===== config.mk =====
export PLATFORM = sky130hd
export DESIGN_NAME = jpg_block_planarizer
export DESIGN_NICKNAME = d
export VERILOG_FILES = /design/src/rtl/jpg_pkg.sv /design/src/rtl/jpg_axis_out_reg.sv /design/src/rtl/jpg_block_planarizer.sv
export SDC_FILE = /design/constraint.sdc
export NUM_CORES = 2
export LEC_CHECK = 0
export ABC_AREA = 1
export CAP_MARGIN = 20
export CORE_ASPECT_RATIO = 0.6
export CORE_MARGIN = 5
export CORE_UTILIZATION = 60
export CTS_CLUSTER_SIZE = 20
export DETAILED_ROUTE_END_ITERATION = 8
export GPL_ROUTABILITY_DRIVEN = 1
export PLACE_DENSITY = 0.77
export SLEW_MARGIN = 20
export SYNTH_ARGS = -nofsm -noshare
export SYNTH_HDL_FRONTEND = slang
export SYNTH_SLANG_ARGS = --single-unit

===== constraint.sdc =====
create_clock -name s00_axis_aclk -period 4.49 [get_ports s00_axis_aclk]
set_input_delay 0.449 -clock s00_axis_aclk [delete_from_list [all_inputs] [get_ports s00_axis_aclk]]
set_output_delay 0.449 -clock s00_axis_aclk [all_outputs]
set_load 0.1 [all_outputs]

===== src/rtl/jpg_pkg.sv =====
// Shared definitions for the jpg block feeder: block geometry, channel and
// planarizer state encodings, and per-channel byte lanes of a packed RGB pixel.
package jpg_pkg;

    localparam int BLOCK_PIXELS      = 64;
    localparam int WORDS_PER_CHANNEL = 16;

    localparam int R_LSB = 16;
    localparam int G_LSB = 8;
    localparam int B_LSB = 0;

    typedef enum logic [1:0] {
        CH_R = 2'd0,
        CH_G = 2'd1,
        CH_B = 2'd2
    } ch_e;

    typedef enum logic [1:0] {
        ST_FILL    = 2'd0,
        ST_DRAIN_R = 2'd1,
        ST_DRAIN_G = 2'd2,
        ST_DRAIN_B = 2'd3
    } pl_state_e;

    function automatic logic [7:0] ch_byte(input logic [23:0] pix, input ch_e ch);
        case (ch)
            CH_R:    return pix[R_LSB +: 8];
            CH_G:    return pix[G_LSB +: 8];
            default: return pix[B_LSB +: 8];
        endcase
    endfunction

endpackage


===== src/rtl/jpg_axis_out_reg.sv =====
// Single-entry AXI-Stream output register; o_ld tells the producer when a
// new word will be captured on the next edge.
module jpg_axis_out_reg #(
    parameter int W = 32
) (
    input  logic         i_clk,
    input  logic         i_rst_n,
    input  logic         i_vld,
    input  logic [W-1:0] i_data,
    input  logic         i_last,
    input  logic         i_rdy,
    output logic         o_ld,
    output logic         o_vld,
    output logic [W-1:0] o_data,
    output logic         o_last
);

    logic         r_vld;
    logic [W-1:0] r_data;
    logic         r_last;

    assign o_ld   = !r_vld || i_rdy;
    assign o_vld  = r_vld;
    assign o_data = r_data;
    assign o_last = r_last;

    always_ff @(posedge i_clk or negedge i_rst_n) begin
        if (!i_rst_n) begin
            r_vld  <= 1'b0;
            r_data <= '0;
            r_last <= 1'b0;
        end else if (o_ld) begin
            r_vld <= i_vld;
            if (i_vld) begin
                r_data <= i_data;
                r_last <= i_last;
            end
        end
    end

endmodule


===== src/rtl/jpg_block_planarizer.sv =====
// Buffers one 8x8 block of packed RGB pixels and replays it as three planar
// 16-word packets (R, G, B), 4 pixels of one channel per word.
module jpg_block_planarizer #(
    parameter int C_S00_AXIS_TDATA_WIDTH = 32,
    parameter int C_M00_AXIS_TDATA_WIDTH = 32,
    parameter int BLOCK_PIXELS           = 64
) (
    input  logic                                  s00_axis_aclk,
    input  logic                                  s00_axis_aresetn,
    output logic                                  s00_axis_tready,
    input  logic [C_S00_AXIS_TDATA_WIDTH-1:0]     s00_axis_tdata,
    input  logic [C_S00_AXIS_TDATA_WIDTH/8-1:0]   s00_axis_tstrb,
    input  logic                                  s00_axis_tlast,
    input  logic                                  s00_axis_tvalid,
    output logic                                  m00_axis_tvalid,
    output logic [C_M00_AXIS_TDATA_WIDTH-1:0]     m00_axis_tdata,
    output logic [C_M00_AXIS_TDATA_WIDTH/8-1:0]   m00_axis_tstrb,
    output logic                                  m00_axis_tlast,
    input  logic                                  m00_axis_tready,
    output logic                                  len_err,
    output logic                                  block_done
);
    import jpg_pkg::*;

    localparam logic [5:0] LAST_PIX  = 6'(jpg_pkg::BLOCK_PIXELS - 1);
    localparam logic [3:0] LAST_WORD = 4'(WORDS_PER_CHANNEL - 1);

    pl_state_e r_state, w_next;
    logic [5:0]              r_cnt;
    logic [3:0]              r_widx;
    logic                    r_pushed_all;
    logic [BLOCK_PIXELS-1:0] r_mask;
    logic [23:0]             r_pix [0:BLOCK_PIXELS-1];
    logic                    r_tready, r_len_err, r_done;

    logic       w_in_hs, w_fill_exit, w_ld, w_push, w_out_hs, w_blk_end;
    logic       w_src_vld;
    ch_e        w_ch;
    logic [3:0] w_widx;
    logic [C_M00_AXIS_TDATA_WIDTH-1:0] w_word;
    logic       w_unused;

    assign w_unused    = &{s00_axis_tstrb, s00_axis_tdata[C_S00_AXIS_TDATA_WIDTH-1:24]};
    assign w_in_hs     = s00_axis_tvalid && r_tready;
    assign w_fill_exit = w_in_hs && (r_cnt == LAST_PIX || s00_axis_tlast);
    assign w_push      = w_src_vld && w_ld;
    assign w_out_hs    = m00_axis_tvalid && m00_axis_tready;
    // Only B word 15 can still be in the output register once every word is pushed.
    assign w_blk_end   = (r_state == ST_DRAIN_B) && r_pushed_all && w_out_hs;

    always_ff @(posedge s00_axis_aclk or negedge s00_axis_aresetn) begin
        if (!s00_axis_aresetn) r_state <= ST_FILL;
        else                   r_state <= w_next;
    end

    always_comb begin
        w_next = r_state;
        case (r_state)
            ST_FILL:    if (w_fill_exit) w_next = ST_DRAIN_R;
            ST_DRAIN_R: if (w_push && r_widx == LAST_WORD) w_next = ST_DRAIN_G;
            ST_DRAIN_G: if (w_push && r_widx == LAST_WORD) w_next = ST_DRAIN_B;
            default:    if (w_blk_end) w_next = ST_FILL;
        endcase
    end

    // The closing input handshake pushes R word 0 directly, so the first
    // output word is valid one cycle after the last pixel.
    always_comb begin
        w_src_vld = 1'b0;
        w_ch      = CH_R;
        w_widx    = r_widx;
        case (r_state)
            ST_FILL: begin
                w_src_vld = w_fill_exit;
                w_widx    = 4'd0;
            end
            ST_DRAIN_R: w_src_vld = 1'b1;
            ST_DRAIN_G: begin
                w_src_vld = 1'b1;
                w_ch      = CH_G;
            end
            default: begin
                w_src_vld = !r_pushed_all;
                w_ch      = CH_B;
            end
        endcase
    end

    // Pixel currently being written is forwarded; unwritten pixels read as 0.
    for (genvar g = 0; g < 4; g++) begin : g_lane
        logic [5:0]  w_idx;
        logic [23:0] w_pix;
        assign w_idx = {w_widx, 2'(g)};
        assign w_pix = (r_state == ST_FILL && w_in_hs && w_idx == r_cnt) ? s00_axis_tdata[23:0] :
                       r_mask[w_idx] ? r_pix[w_idx] : 24'd0;
        assign w_word[8*g +: 8] = ch_byte(w_pix, w_ch);
    end

    always_ff @(posedge s00_axis_aclk) begin
        if (w_in_hs) r_pix[r_cnt] <= s00_axis_tdata[23:0];
    end

    always_ff @(posedge s00_axis_aclk or negedge s00_axis_aresetn) begin
        if (!s00_axis_aresetn) begin
            r_cnt        <= '0;
            r_widx       <= '0;
            r_pushed_all <= 1'b0;
            r_mask       <= '0;
            r_tready     <= 1'b0;
            r_len_err    <= 1'b0;
            r_done       <= 1'b0;
        end else begin
            r_tready <= (w_next == ST_FILL);
            r_done   <= w_blk_end;
            if (w_in_hs) begin
                r_mask[r_cnt] <= 1'b1;
                r_cnt         <= w_fill_exit ? 6'd0 : r_cnt + 6'd1;
                if ((r_cnt == LAST_PIX) != s00_axis_tlast) r_len_err <= 1'b1;
            end
            if (w_push) begin
                r_widx <= r_widx + 4'd1;
                if (r_state == ST_DRAIN_B && r_widx == LAST_WORD) r_pushed_all <= 1'b1;
            end
            if (w_blk_end) begin
                r_pushed_all <= 1'b0;
                r_mask       <= '0;
            end
        end
    end

    jpg_axis_out_reg #(.W(C_M00_AXIS_TDATA_WIDTH)) u_out (
        .i_clk   (s00_axis_aclk),
        .i_rst_n (s00_axis_aresetn),
        .i_vld   (w_src_vld),
        .i_data  (w_word),
        .i_last  (w_widx == LAST_WORD),
        .i_rdy   (m00_axis_tready),
        .o_ld    (w_ld),
        .o_vld   (m00_axis_tvalid),
        .o_data  (m00_axis_tdata),
        .o_last  (m00_axis_tlast)
    );

    assign s00_axis_tready = r_tready;
    assign m00_axis_tstrb  = '1;
    assign len_err         = r_len_err;
    assign block_done      = r_done;

endmodule

==> metrics.yaml <==
status: "finished clean"
clock-sinks: 1650
hold_end: "r_pix[60][5]$_DFFE_PP_"
holdPathStages: 2
synthXorXnorAreaFrac_pct: 0.0754
drt_pass1_iterations: 6
fin_tns_setup_ns: 0
synthArstFlopShare_pct: 6.91
r2r_cells: 17
seqPwrFrac_pct: 33.5
critPathRequiredTime_ns: 5.18
synthesis.area_mm2: 0.0697
r2r_end: "u_out.o_data[10]$_DFFE_PN0P_"
hold_violations: 0
r2r-start: "r_state[1]$_DFF_PN0_"
die_h_um: 274
cp-startpoint: "r_state[1]$_DFF_PN0_"
worstHoldPathType: "input port to flop"
ys_seq_area_share_pct: 70.3
grt_use_met2_pct: 45.2
clkTransAtPathRegs_ns: 0.07
post_cts_resized: 0
cap_violations: 0
final_cell_mix: "nand2_1 (2264), edfxtp_1 (1536), nand3_1 (1050), nor2_1 (770), inv_1 (189)"
layout.nets: 6626
synth_warnings: 0
synth_edf_count: 1536
final_util_pct: 66.8
slew_viol_final: 0
grt_pass1_vias: 46320
hold_ws_ns: 0.229
worstSetupPathType: "flop to flop"
comb_power_share_pct: 43.1
grt_pass1_wl_um: 285000
syn_area_per_cell_um2: 10.6
worst_slew_pin_slew_ns: 1.15
dp_hpwl_um: 102000
place.gp.congestion: 0.879
drcViolationCount: 0
vias: 49240
grt-busiest-layer: "met2"
synthToLayoutAreaGrowth_pct: 10.1
synth_top_family_by_area: "simple AND/OR/NAND/NOR gates"
cts_tree: "done"
finalCritPeriodShare_pct: 90.0
synthAdderAreaFrac_pct: 0.198
ys_types: 35
fmax_ghz: 0.248
synth.area.mux_share_pct: 0
setup_violations: 0
floorplan.initialDensity_pct: 60.7
swShare_pct: 42.6
end_kind: "flop"
skew_ns: 0.0201
rsz0062_at_grt: "false"
n_fill_cell: 8209
post-route-min-period_ns: 4.04
final_antenna_net_count: 0
syn_inst: 6587
power_density_mw_per_mm2: 683
synth.area.top_cells: "edfxtp_1 (66%), nand2_1 (12%), nand3_1 (7.5%)"
setup.worst_path.start_class: "flop"
internal_power_w: 0.0301
cts_root_buffer: "clkbuf_16"
cts.path.max_buffers: 3
coreArea_mm2: 0.115
grt_max_degree: 171
synth_compound_area_share_pct: 1.20
p_switching_w: 0.0224
yosys.area_share.simple_pct: 24.7
power.leakage_nw: 29.7
port_buffers: 65
synth_top_area_cell: "edfxtp_1"
rows: 96
ir_drop_v: 0.000919
grt_overflow_total: 0
grt_util_met3_pct: 7.28
slew_headroom_pct: 23.3
drive_above_1_share_pct: 7.10
grt.met1_usage_pct: 44.5
antenna_found_initial: 9
critPathMaxFanout: 78
drt-total-wl_um: 190000
synth_top_flop_cell: "edfxtp_1"
p_clk_share_pct: 23.4
drt_iter0_markers: 7332
wire_per_inst_um: 23.1
dieArea_mm2: 0.123
ys_ff_latch: 1650
place_ws_ns: 0.597
htree_levels: 4
min_from: "s00_axis_tdata[5]"
die_x_um: 450
track_usage_pct: 30.6
r2r_setup_slack_ns: 0.45
ioPinCount: 82
yosysTopAreaCellShare_pct: 66.2
post-route-worst-setup-slack_ns: 0.451
insertion_delay_ns: 0.76
layout_commonest_cell: "nand2_1"
numCtsBuffers: 142
cp.arrival_ns: 4.73
viasPerCell: 5.99
-- registers in the layout (all words and copies together), names as in the netlist --
| name | count |
|---|---|
| r_pix | 1536 |
| u_out.o_last | 1 |
| u_out.o_data | 32 |
| r_state | 2 |
| block_done | 1 |
| r_mask | 64 |
| r_pushed_all | 1 |
| s00_axis_tready | 1 |
| r_cnt | 6 |
| u_out.o_vld | 1 |
| len_err | 1 |
| r_widx | 4 |
-- worst max-delay path, cell delays in order (launching register included) --
cell,delay (ns)
dfrtp_1,0.45
inv_1,0.14
ha_1,0.54
inv_6,0.34
nand2_8,0.24
buf_12,0.34
nand2_1,0.10
nand3_1,0.10
nand2_1,0.06
nand2_1,0.06
nand2_1,0.07
nor2_2,0.68
nand2_1,0.10
nand2_1,0.09
nand2_1,0.05
nand3_1,0.23
nand2_1,0.18
nand2_1,0.09
-- power groups by stage --
stage | combinational, W | sequential (W) | clock (W)
floorplan | 0.0144 | 0.0186 | 0
global placement | 0.0216 | 0.0179 | 0
detailed placement | 0.0219 | 0.0179 | 0
CTS | 0.0221 | 0.0176 | 0.0123
global route | 0.0246 | 0.0176 | 0.0130
finish | 0.0226 | 0.0176 | 0.0123
-- per-layer routing --
metal	wire, µm	up-vias
met5	72	-
met3	25200	405
li1	-	22143
met2	83700	3274
met4	6990	10
met1	74100	23408
-- cells by family (layout without fill, tap and decap cells) --
family,after synthesis,in the layout
other cells,1,12
xor+xnor,6,6
compound gates,154,154
fa+ha+maj,11,11
buf+inv,584,683
simple gates,4181,4181
flops,1650,1650
-- worst max path at each step --
stage,to,slack [ns],cells after the start
after global routing,u_out.o_data[10]$_DFFE_PN0P_,0.23,17
after detailed placement,u_out.o_data[10]$_DFFE_PN0P_,0.60,17
after global placement,u_out.o_data[10]$_DFFE_PN0P_,0.73,17
final,u_out.o_data[10]$_DFFE_PN0P_,0.45,17
after floorplan,r_pix[24][0]$_DFFE_PP_,1.25,6
after CTS,u_out.o_data[10]$_DFFE_PN0P_,0.59,17
-- through the flow --
stage	cells	total power, W	area [µm²]
after floorplan	6590	0.0330	69700
after global placement	7947	0.0395	72100
after detailed placement	7947	0.0398	72100
after CTS	8208	0.0520	76700
after global routing	8208	0.0552	76700
final	8216	0.0524	76700
-- cells in the mapped netlist, types with 2 or more instances --
| master | number |
|---|---|
| a21oi_1 | 8 |
| buf_1 | 32 |
| buf_2 | 176 |
| buf_4 | 19 |
| buf_6 | 2 |
| clkbuf_1 | 161 |
| dfrtp_1 | 114 |
| edfxtp_1 | 1536 |
| ha_1 | 11 |
| inv_1 | 190 |
| inv_2 | 4 |
| nand2_1 | 2264 |
| nand2_2 | 2 |
| nand2_4 | 3 |
| nand3_1 | 1051 |
| nand3_4 | 4 |
| nand3b_1 | 4 |
| nor2_1 | 833 |
| nor2_2 | 4 |
| nor2_4 | 4 |
| nor3_1 | 9 |
| o211ai_1 | 4 |
| o21a_1 | 13 |
| o21ai_0 | 94 |
| o21ai_1 | 30 |
| xor2_1 | 6 |
-- final cells by class --
class                           count  area, µm²  share of cell area [%]
Antenna cell                        8       20.0                  0.0261
Clock buffer                      200       3990                    5.20
Clock inverter                     59        561                   0.730
Inverter                          194        742                   0.967
Multi-Input combinational cell   4356      18400                    24.0
Sequential cell                  1650      49000                    63.8
Tap cell                         1519       1900                    2.48
Timing Repair Buffer              230       2130                    2.77
-- what timing repair did --
item / CTS / global route
endpoints found under the hold margin: 89 / 0
buffers inserted: 0 / 0
hold buffers: 2 / 0
(Power assumes the default switching activity.)
